`config.mk`:
```
export PLATFORM = sky130hd
export DESIGN_NAME = alu_issue_ctrl
export DESIGN_NICKNAME = d
export VERILOG_FILES = /design/src/rtl/alu_pkg.sv /design/src/rtl/alu_div_iter.sv /design/src/rtl/alu_issue_ctrl.sv
export SDC_FILE = /design/constraint.sdc
export NUM_CORES = 1
export LEC_CHECK = 0
export BUFFER_PORTS_ARGS = -buffer_cell sky130_fd_sc_hd__buf_2
export CAP_MARGIN = 10
export CORE_MARGIN = 8
export CORE_UTILIZATION = 50
export CTS_CLUSTER_SIZE = 30
export DETAILED_ROUTE_END_ITERATION = 8
export PLACE_DENSITY = 0.69
export REMOVE_ABC_BUFFERS = 1
export SLEW_MARGIN = 5
export SYNTH_ARGS = -nofsm -noshare
export SYNTH_HDL_FRONTEND = slang
export SYNTH_HIERARCHICAL = 1
export SYNTH_SLANG_ARGS = --single-unit
```
`constraint.sdc`:
```
create_clock -name clk -period 12.7 [get_ports clk]
set_input_delay 0 -clock clk [delete_from_list [all_inputs] [get_ports clk]]
set_output_delay 0 -clock clk [all_outputs]
set_load 0.01 [all_outputs]
```
`src/rtl/alu_pkg.sv`:
```
// alu_pkg: shared types and defaults for the ALU issue controller.
//   opcode_e - operation encoding presented on opcode (values 7..15 are illegal)
//   state_e  - issue FSM states
//   N_DEF    - default operand/result width
//   SEL_DEF  - default opcode width
package alu_pkg;

  localparam int N_DEF   = 16;
  localparam int SEL_DEF = 4;

  typedef enum logic [SEL_DEF-1:0] {
    OP_ADD = 4'd0,
    OP_SUB = 4'd1,
    OP_MUL = 4'd2,
    OP_DIV = 4'd3,
    OP_AND = 4'd4,
    OP_OR  = 4'd5,
    OP_XOR = 4'd6
  } opcode_e;

  typedef enum logic [1:0] {
    S_IDLE = 2'd0,
    S_EXEC = 2'd1,
    S_DIV  = 2'd2,
    S_WB   = 2'd3
  } state_e;

endpackage

```
`src/rtl/alu_div_iter.sv`:
```
// alu_div_iter: N-cycle unsigned restoring divider.
// The first quotient bit is resolved on the start edge itself, so the quotient
// is complete N edges after start and done pulses for one cycle right after.
// Divide by zero falls out naturally as an all-ones quotient.
// Ports:
//   clk      in   rising-edge clock
//   rst      in   synchronous active-high reset, clears any division in flight
//   start    in   load operands and begin (ignored state is overwritten)
//   dividend in   N-bit numerator
//   divisor  in   N-bit denominator
//   done     out  one-cycle pulse, quotient valid while high
//   quotient out  N-bit result (holds until the next start)
// N must be at least 2.
module alu_div_iter
  import alu_pkg::*;
#(
  parameter int N = N_DEF
) (
  input  logic         clk,
  input  logic         rst,
  input  logic         start,
  input  logic [N-1:0] dividend,
  input  logic [N-1:0] divisor,
  output logic         done,
  output logic [N-1:0] quotient
);

  localparam int CNT_W = $clog2(N + 1);

  logic [N-1:0]     rem_q, quo_q;
  logic [CNT_W-1:0] cnt_q;
  logic             active_q;
  logic             done_q;

  logic [N-1:0] rem_src, quo_src, rem_nx, quo_nx;
  logic [N:0]   trial, diff;
  logic         q_bit;

  // One restoring step; on start the step runs on the fresh operands.
  always_comb begin
    rem_src = start ? '0 : rem_q;
    quo_src = start ? dividend : quo_q;
    trial   = {rem_src, quo_src[N-1]};
    diff    = trial - {1'b0, divisor};
    q_bit   = (trial >= {1'b0, divisor});
    rem_nx  = q_bit ? diff[N-1:0] : trial[N-1:0];
    quo_nx  = {quo_src[N-2:0], q_bit};
  end

  always_ff @(posedge clk) begin
    if (rst) begin
      rem_q    <= '0;
      quo_q    <= '0;
      cnt_q    <= '0;
      active_q <= 1'b0;
      done_q   <= 1'b0;
    end else begin
      done_q <= 1'b0;
      if (start) begin
        rem_q    <= rem_nx;
        quo_q    <= quo_nx;
        cnt_q    <= CNT_W'(N - 1);
        active_q <= 1'b1;
      end else if (active_q) begin
        rem_q <= rem_nx;
        quo_q <= quo_nx;
        cnt_q <= cnt_q - CNT_W'(1);
        if (cnt_q == CNT_W'(1)) begin
          active_q <= 1'b0;
          done_q   <= 1'b1;
        end
      end
    end
  end

  assign done     = done_q;
  assign quotient = quo_q;

endmodule

```
`src/rtl/alu_issue_ctrl.sv`:
```
// alu_issue_ctrl: single-issue ALU controller with registered writeback.
// Accepts one operation in IDLE, executes it (single cycle, or iterative
// divide), then presents the result until the register file takes it.
// Build option: define ALU_DIV_EN to include the divider; without it opcode 3
// is reported as illegal and the DIV state is never entered.
// Ports:
//   clk, rst          clock, synchronous active-high reset
//   in_valid/in_ready request handshake (ready only in IDLE)
//   opcode            operation select
//   rs1_val, rs2_val  operands
//   rd_addr           destination register index
//   wb_valid/wb_ready writeback handshake
//   wb_rd, wb_data    registered destination and result
//   wb_err            illegal operation flag, qualified by wb_valid
//   busy              high whenever not IDLE
//
// state  | meaning
// IDLE   | waiting for in_valid, operands captured on accept
// EXEC   | single-cycle ALU result registered, or divider started
// DIV    | waiting for the divider (exactly N cycles)
// WB     | result presented, held until wb_ready
module alu_issue_ctrl
  import alu_pkg::*;
#(
  parameter int N        = N_DEF,
  parameter int SEL_LINE = SEL_DEF
) (
  input  logic                clk,
  input  logic                rst,
  input  logic                in_valid,
  output logic                in_ready,
  input  logic [SEL_LINE-1:0] opcode,
  input  logic [N-1:0]        rs1_val,
  input  logic [N-1:0]        rs2_val,
  input  logic [3:0]          rd_addr,
  output logic                wb_valid,
  input  logic                wb_ready,
  output logic [3:0]          wb_rd,
  output logic [N-1:0]        wb_data,
  output logic                wb_err,
  output logic                busy
);

  state_e              state_q, state_d;
  logic [SEL_LINE-1:0] op_q, op_d;
  logic [N-1:0]        a_q, a_d, b_q, b_d;
  logic [3:0]          rd_q, rd_d;
  logic [N-1:0]        wb_data_q, wb_data_d;
  logic [3:0]          wb_rd_q, wb_rd_d;
  logic                wb_err_q, wb_err_d;

  logic [N-1:0]        alu_res;
  logic                alu_legal;

`ifdef ALU_DIV_EN
  logic                div_start;
  logic                div_done;
  logic [N-1:0]        div_quotient;

  alu_div_iter #(.N(N)) u_div (
    .clk      (clk),
    .rst      (rst),
    .start    (div_start),
    .dividend (a_q),
    .divisor  (b_q),
    .done     (div_done),
    .quotient (div_quotient)
  );
`endif

  // Single-cycle datapath; divide is not handled here and reads as illegal.
  always_comb begin
    alu_res   = '0;
    alu_legal = 1'b1;
    case (op_q)
      SEL_LINE'(OP_ADD): alu_res = a_q + b_q;
      SEL_LINE'(OP_SUB): alu_res = a_q - b_q;
      SEL_LINE'(OP_MUL): alu_res = a_q * b_q;
      SEL_LINE'(OP_AND): alu_res = a_q & b_q;
      SEL_LINE'(OP_OR):  alu_res = a_q | b_q;
      SEL_LINE'(OP_XOR): alu_res = a_q ^ b_q;
      default:           alu_legal = 1'b0;
    endcase
  end

  always_comb begin
    state_d   = state_q;
    op_d      = op_q;
    a_d       = a_q;
    b_d       = b_q;
    rd_d      = rd_q;
    wb_data_d = wb_data_q;
    wb_rd_d   = wb_rd_q;
    wb_err_d  = wb_err_q;
`ifdef ALU_DIV_EN
    div_start = 1'b0;
`endif
    case (state_q)
      S_IDLE: begin
        if (in_valid) begin
          op_d    = opcode;
          a_d     = rs1_val;
          b_d     = rs2_val;
          rd_d    = rd_addr;
          state_d = S_EXEC;
        end
      end
      S_EXEC: begin
        wb_rd_d = rd_q;
`ifdef ALU_DIV_EN
        if (op_q == SEL_LINE'(OP_DIV)) begin
          div_start = 1'b1;
          wb_err_d  = 1'b0;
          state_d   = S_DIV;
        end else
`endif
        begin
          // alu_res is already zero for illegal opcodes
          wb_data_d = alu_res;
          wb_err_d  = !alu_legal;
          state_d   = S_WB;
        end
      end
      S_DIV: begin
`ifdef ALU_DIV_EN
        if (div_done) begin
          wb_data_d = div_quotient;
          state_d   = S_WB;
        end
`else
        state_d = S_IDLE;
`endif
      end
      S_WB: begin
        if (wb_ready) state_d = S_IDLE;
      end
      default: state_d = S_IDLE;
    endcase
  end

  always_ff @(posedge clk) begin
    if (rst) begin
      state_q   <= S_IDLE;
      op_q      <= '0;
      a_q       <= '0;
      b_q       <= '0;
      rd_q      <= '0;
      wb_data_q <= '0;
      wb_rd_q   <= '0;
      wb_err_q  <= 1'b0;
    end else begin
      state_q   <= state_d;
      op_q      <= op_d;
      a_q       <= a_d;
      b_q       <= b_d;
      rd_q      <= rd_d;
      wb_data_q <= wb_data_d;
      wb_rd_q   <= wb_rd_d;
      wb_err_q  <= wb_err_d;
    end
  end

  assign in_ready = (state_q == S_IDLE);
  assign busy     = (state_q != S_IDLE);
  assign wb_valid = (state_q == S_WB);
  assign wb_data  = wb_data_q;
  assign wb_rd    = wb_rd_q;
  assign wb_err   = wb_err_q;

endmodule

```
==> metrics.txt <==
ANT cells 0; Hold Crit Depth 3; Top cell by count, worst path fa_1; pwr dens 83.39 nW/um2; Net count, final roughly 1.3k; final hold slack a little over 0.05 ns; max cap viols 0; DRT antenna net count 0; warnings from Yosys 6; # DRC 0; RSZ-0062 raised after global routing no; Worst R2R Setup Slack 6.68 ns; Max H-tree Level 3; Critical Path RT around 13 ns; initial antenna violation count 0; Min-Delay Endpoint state_q[0]; Synth cell types between 60 and 70; core area between 15,000 and 20,000 um2; Root Driver clkbuf_16; worst skew pair latency ~0.34 ns; max-slew violation count 0; via/cell ratio between 5 and 6; num rows 46; Via Count 7,211; Max VDD drop 85.86 uV; Arr. time, crit path between 6 and 7 ns; most numerous cell in the Yosys netlist nand2_1; fmax roughly 0.17 GHz; Fin. Hold Viols 0; Chip Height approximately 140 um; clk_skew about 0.005 ns; gpl congestion around 0.98; post-cts sizing count 0; Post-Layout Cell Count approximately 1.3k; Worst Hold Class in2reg; wire per inst 18.07 um; number of flops mapped to enable cells by yosys 0; commonest cells in the netlist nand2_1, inv_1, nor2_1; actual slew at the worst max-slew pin 0.9610 ns; GRT Overall Usage 23.97%; Worst Path Max Fanout 13; Setup crit start kind flip-flop; worst-path cell chain clkinv_1 -> nor2_1 -> fa_1 -> inv_1 -> fa_1 -> inv_1 -> fa_1 -> fa_1 -> inv_1 -> fa_1 -> fa_1 -> xor2_1 -> xnor2_1 -> xnor2_1 -> xnor2_1 -> xnor3_1 -> xnor2_1 -> o32ai_2; top cell type's share of synthesized area roughly a fifth; Final Core Density a little under 60%; setup tns final 0 ns; Num CTS Buffers 9; DPL Wire Length 18,250 um; total grt overflow 0; Final setup viols 0; Die Area between 20,000 and 25,000 um2; Synth area leaders fa_1, dfxtp_1, ha_1; syn avg cell area ~8 um2; Post-Synthesis Cells between 1k and 1.5k; Die W 143.4 um; first-pass iteration count of the detailed router 5; Yosys reg bits 63; clk buf depth 2; status finished, final reports clean; Worst setup EP type flip-flop; LEAKAGE just over 4 nW; Port Buffers 67; FF-to-FF End wb_data[15]; Initial Util between 50% and 60%; Reg clk slew, reported paths about 0.050 ns; Crit path largest cell delay 0.72 ns; min cycle time layout 6.015 ns; post-synthesis sequential area ratio 15.54%; post-CTS setup buffers 0; pin count of the biggest net entering global routing 63; Total Wirelength between 20,000 and 25,000 um; Async SR Flop Fraction 0%; ys flop type dfxtp_1; I/O pins 68; reg2reg path depth 18; Worst path slowest cell dfxtp_1; vias in the first global route 7,416; Hold Crit Start in_valid; placed cell count roughly 1.3k; Reg2Reg Launch Point b_q[1]; fraction of layout cells with a size suffix above 1 under 10%; CTS Sinks 63; Synth area leader fa_1; Setup Crit Path Kind reg2reg; first-pass GRT wire length 38,090 um; Post-Syn Area just over 8000 um2; period utilisation layout 47.36%; Synth-to-Final Area Change 12.86%; CTS tree yes; worst relative slew slack a little over a third; DR iter-0 viols around 440; number of hold buffers added after cts 41
[final cells by class]
type | count | area (um2)
timing repair buffer | 113 | 783.3
inverter | 153 | 574.3
fill | 1499 | 6726
sequential | 63 | 1261
clock buffer | 10 | 229.0
tap | 216 | 270.3
clock inverter | 6 | 37.54
multi-input combinational | 753 | 6003
[metal layers]
layer | GRT usage, % | up-vias | wire (um)
met5 | 0 | - | 0
li1 | - | 3439 | -
met2 | 40.59 | 274 | 11370
met4 | 10.57 | 0 | 838
met3 | 3.517 | 60 | 1331
met1 | 29.74 | 3438 | 10210
[cell usage in the layout, fill, tap and decap left out, drive strengths merged, types with 41 or more instances in the layout]
cell type	Yosys	layout
dlygate4sd3	0	41
inv	148	148
fa	81	81
nand2	175	175
buf	13	72
nor2	98	98
a21oi	67	67
xnor2	48	48
ha	97	97
dfxtp	63	63
[stage by stage]
stage	setup WS [ns]	area, um2	power, mW
2_1_floorplan	7.513	7834	0.4387
3_3_place_gp	6.793	8482	0.5288
3_5_place_dp	6.740	8482	0.5298
4_1_cts	6.720	9159	0.7637
5_1_grt	6.353	9159	0.8085
6_report	6.685	9159	0.7637
[power by group]
part / leakage [nW] / switching (mW) / internal (mW)
registers: 0.515 / 0.0322 / 0.214
logic: 3.48 / 0.171 / 0.124
clock network: 0.124 / 0.0916 / 0.131
[how the worst max path moves through the flow]
stage               slack [ns]  cells past startpoint           to  startpoint
floorplan                 7.51                     18  wb_data[15]      b_q[1]
global placement          6.79                     18  wb_data[15]      b_q[1]
detailed placement        6.74                     19  wb_data[13]      b_q[1]
CTS                       6.72                     18  wb_data[15]      b_q[1]
global route              6.35                     18  wb_data[15]      b_q[1]
finish                    6.68                     18  wb_data[15]      b_q[1]
[cell families after synthesis]
group	count (synthesis)	share of synthesized area (%)
simple gates	328	17.28
fa+ha+maj	178	34.94
xor+xnor	57	6.321
mux	9	1.110
compound gates	181	14.26
flops	63	15.54
buf+inv	197	10.55
[flip-flops by register name, indices dropped and copies added, names as in the netlist]
register,count
b_q,16
wb_err,1
rd_q,4
a_q,16
op_q,4
state_q,2
wb_data,16
wb_rd,4
[critical path, delay by kind of cell (launching register included)]
| kind | cells | cell delay, ns |
|---|---|---|
| DFF | 1 | 0.72 |
| AOI/OAI and AO/OA | 1 | 0.09 |
| and+or+nand+nor | 1 | 0.27 |
| adders and majority gates | 6 | 2.68 |
| buffers and inverters | 4 | 0.74 |
| xor gates and xnor gates | 6 | 1.35 |
(Power assumes the default switching activity.)
